$ cat config.mk
export PLATFORM = sky130hd
export DESIGN_NAME = event_packetizer
export DESIGN_NICKNAME = d
export VERILOG_FILES = /design/src/rtl/event_packetizer.sv
export SDC_FILE = /design/constraint.sdc
export NUM_CORES = 1
export LEC_CHECK = 0
export ABC_CLOCK_PERIOD_IN_PS = 3500
export BUFFER_PORTS_ARGS = -buffer_cell sky130_fd_sc_hd__buf_2
export CAP_MARGIN = 20
export CORE_MARGIN = 3
export CORE_UTILIZATION = 47
export CTS_CLUSTER_DIAMETER = 200
export DETAILED_ROUTE_END_ITERATION = 8
export GPL_ROUTABILITY_DRIVEN = 0
export MAX_ROUTING_LAYER = met4
export PLACE_DENSITY = 0.74
export SLEW_MARGIN = 20
export SYNTH_ARGS = -nofsm -noshare
export SYNTH_HDL_FRONTEND = slang
export SYNTH_SLANG_ARGS = --single-unit
$ cat constraint.sdc
create_clock -name clk -period 3.5 [get_ports clk]
set_clock_uncertainty 0.15 [all_clocks]
set_input_delay 1.05 -clock clk [delete_from_list [all_inputs] [get_ports clk]]
set_output_delay 1.05 -clock clk [all_outputs]
set_load 0.1 [all_outputs]
$ cat src/rtl/event_packetizer.sv
// event_packetizer: turns one detector event into a byte packet for a UART.
// Build option: define PACKET_CHECKSUM_EN to append a modulo-256 checksum byte.
module event_packetizer #(
    parameter int N_CH = 2,
    parameter int N_T  = 32,
    parameter int N_P  = 12,
    parameter int N_A  = 20
) (
    input  logic                  clk,
    input  logic                  reset,
    input  logic [N_T-1:0]        time_event,
    input  logic signed [N_P-1:0] A_peak_event [N_CH],
    input  logic signed [N_A-1:0] A_area_event [N_CH],
    input  logic                  DAQ_pulse,
    output logic [7:0]            tx_data,
    output logic                  tx_valid,
    input  logic                  tx_ready,
    output logic                  busy,
    output logic [15:0]           dropped_count
);

    localparam int CW = (N_CH > 1) ? $clog2(N_CH) : 1;
    localparam logic [CW-1:0] CH_LAST = CW'(N_CH - 1);

`ifdef PACKET_CHECKSUM_EN
    typedef enum logic [2:0] {
        IDLE, HEADER, TIME, PEAK, AREA, CHECKSUM
    } state_t;
    localparam state_t LAST = CHECKSUM;
`else
    typedef enum logic [2:0] {
        IDLE, HEADER, TIME, PEAK, AREA
    } state_t;
    localparam state_t LAST = AREA;
`endif

    state_t state, state_nx;

    logic [1:0]            byte_cnt;
    logic [CW-1:0]         ch_cnt;
    logic [N_T-1:0]        time_q;
    logic signed [N_P-1:0] peak_q [N_CH];
    logic signed [N_A-1:0] area_q [N_CH];

    logic        hs;
    logic        last_ch;
    logic        state_done;
    logic        ch_step;
    logic        pkt_done;
    logic        accept;
    logic        drop;
    logic [31:0] time_ext;
    logic [15:0] peak_ext;
    logic [23:0] area_ext;

    assign hs       = tx_valid && tx_ready;
    assign last_ch  = (ch_cnt == CH_LAST);
    assign pkt_done = hs && state_done && (state == LAST);
    // A pulse on the final handshake starts the next packet back-to-back.
    assign accept   = DAQ_pulse && ((state == IDLE) || pkt_done);
    assign drop     = DAQ_pulse && !accept && (state != IDLE);
    assign ch_step  = ((state == PEAK) && (byte_cnt == 2'd1)) ||
                      ((state == AREA) && (byte_cnt == 2'd2));

    always_comb begin
        unique case (state)
            HEADER:   state_done = 1'b1;
            TIME:     state_done = (byte_cnt == 2'd3);
            PEAK:     state_done = last_ch && (byte_cnt == 2'd1);
            AREA:     state_done = last_ch && (byte_cnt == 2'd2);
`ifdef PACKET_CHECKSUM_EN
            CHECKSUM: state_done = 1'b1;
`endif
            default:  state_done = 1'b0;
        endcase
    end

    always_ff @(posedge clk) begin
        if (reset)
            state <= IDLE;
        else
            state <= state_nx;
    end

    always_comb begin
        state_nx = state;
        if (accept)
            state_nx = HEADER;
        else if (hs && state_done) begin
            unique case (state)
                HEADER:  state_nx = TIME;
                TIME:    state_nx = PEAK;
                PEAK:    state_nx = AREA;
`ifdef PACKET_CHECKSUM_EN
                AREA:    state_nx = CHECKSUM;
`endif
                default: state_nx = IDLE;
            endcase
        end
    end

    always_ff @(posedge clk) begin
        if (reset) begin
            byte_cnt <= '0;
            ch_cnt   <= '0;
        end else if (hs) begin
            if (state_done) begin
                byte_cnt <= '0;
                ch_cnt   <= '0;
            end else if (ch_step) begin
                byte_cnt <= '0;
                ch_cnt   <= ch_cnt + CW'(1);
            end else begin
                byte_cnt <= byte_cnt + 2'd1;
            end
        end
    end

    always_ff @(posedge clk) begin
        if (reset) begin
            time_q <= '0;
            for (int i = 0; i < N_CH; i++) begin
                peak_q[i] <= '0;
                area_q[i] <= '0;
            end
        end else if (accept) begin
            time_q <= time_event;
            for (int i = 0; i < N_CH; i++) begin
                peak_q[i] <= A_peak_event[i];
                area_q[i] <= A_area_event[i];
            end
        end
    end

    always_ff @(posedge clk) begin
        if (reset)
            dropped_count <= '0;
        else if (drop && (dropped_count != 16'hFFFF))
            dropped_count <= dropped_count + 16'd1;
    end

`ifdef PACKET_CHECKSUM_EN
    logic [7:0] csum;

    always_ff @(posedge clk) begin
        if (reset || accept)
            csum <= '0;
        else if (hs)
            csum <= csum + tx_data;
    end
`endif

    always_comb begin
        time_ext = 32'(time_q);
        peak_ext = 16'(peak_q[ch_cnt]);
        area_ext = 24'(area_q[ch_cnt]);
        tx_valid = (state != IDLE);
        busy     = (state != IDLE);
        tx_data  = 8'h00;
        unique case (1'b1)
            (state == HEADER): tx_data = 8'hAA;
            (state == TIME): begin
                unique case (byte_cnt)
                    2'd0: tx_data = time_ext[31:24];
                    2'd1: tx_data = time_ext[23:16];
                    2'd2: tx_data = time_ext[15:8];
                    2'd3: tx_data = time_ext[7:0];
                endcase
            end
            (state == PEAK):
                tx_data = byte_cnt[0] ? peak_ext[7:0] : peak_ext[15:8];
            (state == AREA): begin
                unique case (byte_cnt)
                    2'd0:    tx_data = area_ext[23:16];
                    2'd1:    tx_data = area_ext[15:8];
                    default: tx_data = area_ext[7:0];
                endcase
            end
`ifdef PACKET_CHECKSUM_EN
            (state == CHECKSUM): tx_data = csum;
`endif
            default: tx_data = 8'h00;
        endcase
    end

endmodule

==> Word-level counts from Yosys, hierarchy flattened <==
Memory sizes are Yosys's and may differ from the RTL's. A register that Yosys moved wholly into a read port is not among the register bits.
Index checks and enable logic that the tools add are counted.
{ "totals": {"memories": 2, "wordCells": 69, "ramBits": 64, "reg_bits": 54, "input_bits": 100, "out_inout_bits": 26} }
{ "mem_list": {"columns": ["name", "words", "width", "rd", "rd_ports_with_merged_regs", "write_ports", "line_no", "rtl"], "rows": [
  ["area_q", 2, 20, 1, 1, 2, "43", "logic signed [N_A-1:0] area_q [N_CH];"],
  ["peak_q", 2, 12, 1, 1, 2, "42", "logic signed [N_P-1:0] peak_q [N_CH];"]
]} }
{ "classes": {"reduce_logical": 21, "addsub": 3, "eq_ne": 8, "mux": 25, "n_bitwise": 4} }
{ "ops": {"columns": ["op", "n"], "rows": [
  ["$pmux 8 s4", 2],
  ["$mux 20", 2],
  ["$mux 12", 2],
  ["$add 16x1->16 const B", 1],
  ["$ne 16x16->1 const B", 1],
  ["$pmux 8 s2", 1],
  ["$mux 1", 13],
  ["$logic_and 1x1->1", 11],
  ["$pmux 3 s3", 1],
  ["$mux 8", 1],
  ["$eq 3x2->1 const B", 2],
  ["$eq 2x2->1 const B", 2],
  ["$mux 2", 2],
  ["$or 1x1->1", 4],
  ["$pmux 1 s4", 1],
  ["$reduce_bool 2->1", 2],
  ["$eq 3x1->1 const B", 1],
  ["$eq 3x3->1 const B", 1],
  ["$logic_not 3->1", 1],
  ["$reduce_bool 3->1", 1],
  ["$add 2x1->2 const B", 1],
  ["$eq 2x1->1 const B", 1],
  ["$logic_not 2->1", 1],
  ["$logic_or 1x1->1", 2],
  ["4 further kinds", 4]
]} }

==> Depth between registers and ports, before layout <==
{ "depth": {"word_depth": 11, "ltp_mapped": 11, "depth_no_buf": 7} }

==> Worst setup path before layout <==
OpenSTA, ideal clock, no wires.
{ "synth_path": {"kind": "flip-flop to output port", "startpoint": "register byte_cnt[0]", "endpoint": "output port tx_data[0]", "path_buffers": 2, "stages_incl_launch_ff": 10, "setup_slack_ps": -1547, "arrival_time_ps": 3847, "required_ps": 2300, "cell_sequence": "dfxtp_1 -> clkbuf_1 -> inv_1 -> ha_1 -> nor2_1 -> clkbuf_1 -> a22oi_1 -> a21oi_1 -> a21oi_1 -> o21ai_0"} }
{ "synth_via": {"elab_chain_cells": 3, "word_cells_on_any_way": 8, "classes_between": "eq/ne (3); mux (4); reduce/logical (1)"} }
{ "synth_rtl": {"columns": ["element", "line_no", "rtl"], "rows": [
  ["start, declared", "39", "logic [1:0] byte_cnt;"],
  ["start signal, assigned", "114", "byte_cnt <= byte_cnt + 2'd1;"],
  ["$eq 2x2->1 (tied with other cells)", "163", "unique case (byte_cnt)"],
  ["$pmux 8 s4 / $pmux 8 s2 (equally long branches)", "163, 173", null],
  ["$pmux 8 s4 *", "160", "unique case (1'b1)"],
  ["end, declared", "15", "output logic [7:0] tx_data,"]
]} }
Mark *: on every way between the ends. The rest lies on a longest branch, timed or not.

==> Worst setup path in the final report <==
{ "layout_path": {"startpoint": "register byte_cnt[1]", "endpoint": "output port tx_data[0]"} }
The elaborated chain is that of the path after synthesis.

==> impl_results.md <==
- Core region area: 11500 sq um
- First-pass GRT wire length: 21600 um
- Final setup viols: 0
- Via count: 4409
- Row Count: 39
- Synth Area in Compound Gates: 0.132
- Fraction of synthesized area in multiplexers: 0.0512
- Sequential Power Share: 0.430
- Post-DP HPWL: 9530 um
- Adder-cell share of the synthesized area: 0.0113
- Min Tclk post-route: 3.46 ns
- H-tree levels: 4
- Slowest CP cell: a222oi_1
- Post-synth EDFFs: 64
- DRT iter0 DRCs: 417
- Post-synth top area cell: edfxtp_1
- Crit path DAT: 2.26 ns
- Period utilisation layout: 0.990
- CTS buffer count: 17
- Fmax: 0.289 GHz
- Syn Area/Cell: 10.4 sq um
- Synth Register Bits: 119
- Routed Antenna Nets: 0
- Cell total after placement: 773
- Port buffer count: 125
- Synth area leaders: edfxtp_1, dfxtp_1, and2_1, nand2_1, a21oi_1
- Worst skew pair latency: 0.41 ns
- Cells after synthesis: 532
- Total grt overflow: 0
- Total power per unit cell area: 533 nW/um^2
- Die X: 115 um
- Post-route setup slack: 0.0367 ns
- Io pins: 126
- CP bufs+invs: 2
- # Post-CTS Setup Buffers: 0
- Area growth, synth to finish: 28.2%
- Synth warnings: 0
- Diode count: 0
- Setup TNS: 0 ns
- Startpoint Class: flip-flop
- Maximum fanout along the worst path: 10
- Max_cap viols: 0
- Post-synthesis sequential area ratio: 0.545
- CTS clk-pin slew, worst paths: 0.06 ns
- Top cell type's share of synthesized area: 0.346
- Post-route insts no fill: 805
- Logic pwr share: 0.130
- Sw frac: 0.272
- Worst IR Drop VDD: 371 uV
- Relative slew slack: 0.633
- DR WL/cell: 16.9 um
- Synth unique cells: 53
- Crit path largest cell delay: 0.43 ns
- Layout filler cell count: 921
- HP Class: flip-flop to flip-flop
- Initial core utilization: 0.484
- WP data required: 2.30 ns
- Clk pwr share: 0.439
- Int Power: 2.76 mW
- Clock Path Buffers: 2
- Synth Flop Type: edfxtp_1
- RSZ-0062 raised after global routing: true
- P_leak: 2.82 nW
- NetSw: 1.03 mW
- CTS root buffer: clkbuf_16
- CP Cell Sequence: inv_1 > ha_4 > a222oi_1 > o21ai_1 > a22oi_1 > o21ai_2 > buf_12
- Syn Std Cell Area: 5550 sq um
- Multi-input logic area: 2450 sq um
- Die Ht: 115 um
- Syn nets: 637
- Largest net degree at the start of global routing: 67
- Simple-Gate Fraction of Synth Area: 0.211
- TritonCTS Sinks: 119
- TritonRoute pass-1 iters: 8
- CTS tree: yes
- Final Max Slew Viols: 0
- Pre-CTS setup slack: 0.350 ns
- Fin. Hold Viols: 0
- DRC violations left: 0
- Outcome: complete, no violations
- Crit end category: output port
- Via/cell ratio: 5.48
- Gr usage total: 0.219
- Largest family of logic cells by synthesized area: simple AND/OR/NAND/NOR gates
- Vias in the first global route: 4290
- Final nets: 754
- WS Path Type: flip-flop to output port
- Ys async rst share: 0
- Die area: 13100 sq um
- Initial antenna violation count: 0
- Share of cells above drive strength 1: 0.322
- Worst Max-Slew Pin Slew: 0.550 ns
- CP delay by family, top: compound AO/OA/AOI/OAI gates
- WL final: 13600 um
- Register area: 3030 sq um
- Synth Area in XOR/XNOR: 0.0126
==> area by class of cell <==
cell class,count,area share
repair buffers,136,0.122
clock buffers,17,0.0598
multi-input cells,372,0.345
well taps,143,0.0252
flip-flops and latches,119,0.426
clock inverters,15,0.0201
inverters,3,0.00158
==> path summary, 6_finish.rpt <==
| path | from | slack [ns] | cells after the start | to |
|---|---|---|---|---|
| setup / recovery | byte_cnt[1] | 0.04 | 7 | tx_data[0] |
| hold / removal | time_ext[10] | 0.31 | 2 | time_ext[10] |
| setup reg to reg | state[0] | 1.16 | 4 | byte_cnt[0] |
| hold reg to reg | time_ext[10] | 0.31 | 2 | time_ext[10] |
==> power by group through the flow <==
| stage | Sequential [mW] | Clock [mW] | Combinational (mW) |
|---|---|---|---|
| finish | 1.63 | 1.66 | 0.494 |
| floorplan | 1.65 | 0 | 0.316 |
| global route | 1.64 | 1.76 | 0.534 |
| CTS | 1.63 | 1.69 | 0.489 |
| detailed placement | 1.66 | 0 | 0.482 |
| global placement | 1.65 | 0 | 0.470 |
==> per-stage QoR <==
step	power [mW]	util	cell area, sq um	hold slack [ns]
CTS	3.81	0.616	7060	0.307
global placement	2.12	0.565	6480	0.292
finish	3.79	0.620	7110	0.308
detailed placement	2.14	0.565	6480	0.299
floorplan	1.96	-	5630	0.286
global route	3.93	0.620	7110	0.329
==> cells in the mapped netlist (2+ instances only) <==
library cell / instances
o211ai_1: 4
xor2_1: 5
nor2b_1: 9
nor3_1: 2
edfxtp_1: 64
buf_6: 4
or4_1: 4
a222oi_1: 8
nor4_1: 4
dfxtp_1: 55
xnor2_1: 3
and3_1: 3
a221oi_1: 4
ha_1: 5
a21oi_1: 46
a211oi_1: 2
buf_4: 2
mux2i_1: 10
nand3_1: 7
nand2_1: 99
mux4_2: 3
nor2_1: 17
or3_4: 2
inv_1: 3
o31ai_1: 4
and2_1: 65
o221ai_1: 3
mux2_2: 9
nand2b_1: 3
o21ai_0: 15
a22oi_1: 16
buf_2: 8
clkbuf_1: 24
==> layout by cell type (no fill, tap or decap), types with 9 or more instances in the layout <==
cell and n:
edfxtp_1 64, dfxtp_1 53, nand2_1 99, clkbuf_16 17
nor2b_1 9, mux2_2 9, mux2i_1 10, buf_12 11
a22oi_1 13, buf_2 117, and2_1 65, a21oi_1 45
nor2_1 17
==> sequential cells by signal, summed over array words and instances, names as in the netlist, named ones only <==
| name | flops |
|---|---|
| byte_cnt | 2 |
| area_q | 40 |
| dropped_count | 16 |
| ch_cnt | 1 |
| peak_q | 24 |
| time_ext | 32 |
| state | 3 |
==> routing by layer <==
metal	up-vias	part of all wire	global-route usage
met5	-	0	-
met4	0	0.018	0.0831
met3	21	0.063	0.0476
met2	193	0.48	0.328
met1	2060	0.44	0.291
li1	2135	-	-
==> worst reg2reg max path, stage by stage (launching register included) <==
cell and delay (ns):
dfxtp_1 0.64, or3b_1 0.55, nor2_1 0.10, a311o_2 0.42, nor4_1 0.35
==> cell families after synthesis <==
logic type	count (synthesis)
xor+xnor	8
compound gates	110
buf+inv	41
mux	23
fa+ha+maj	5
simple gates	226
flops	119
==> what timing repair did <==
item / 4_1_cts / 5_1_grt
setup endpoints to repair: 8 / 8
pin swaps: 0 / 3
resized for setup: 4 / 14
hold buffers: 0 / 0
No activity file was read; power rests on OpenSTA's default activity.
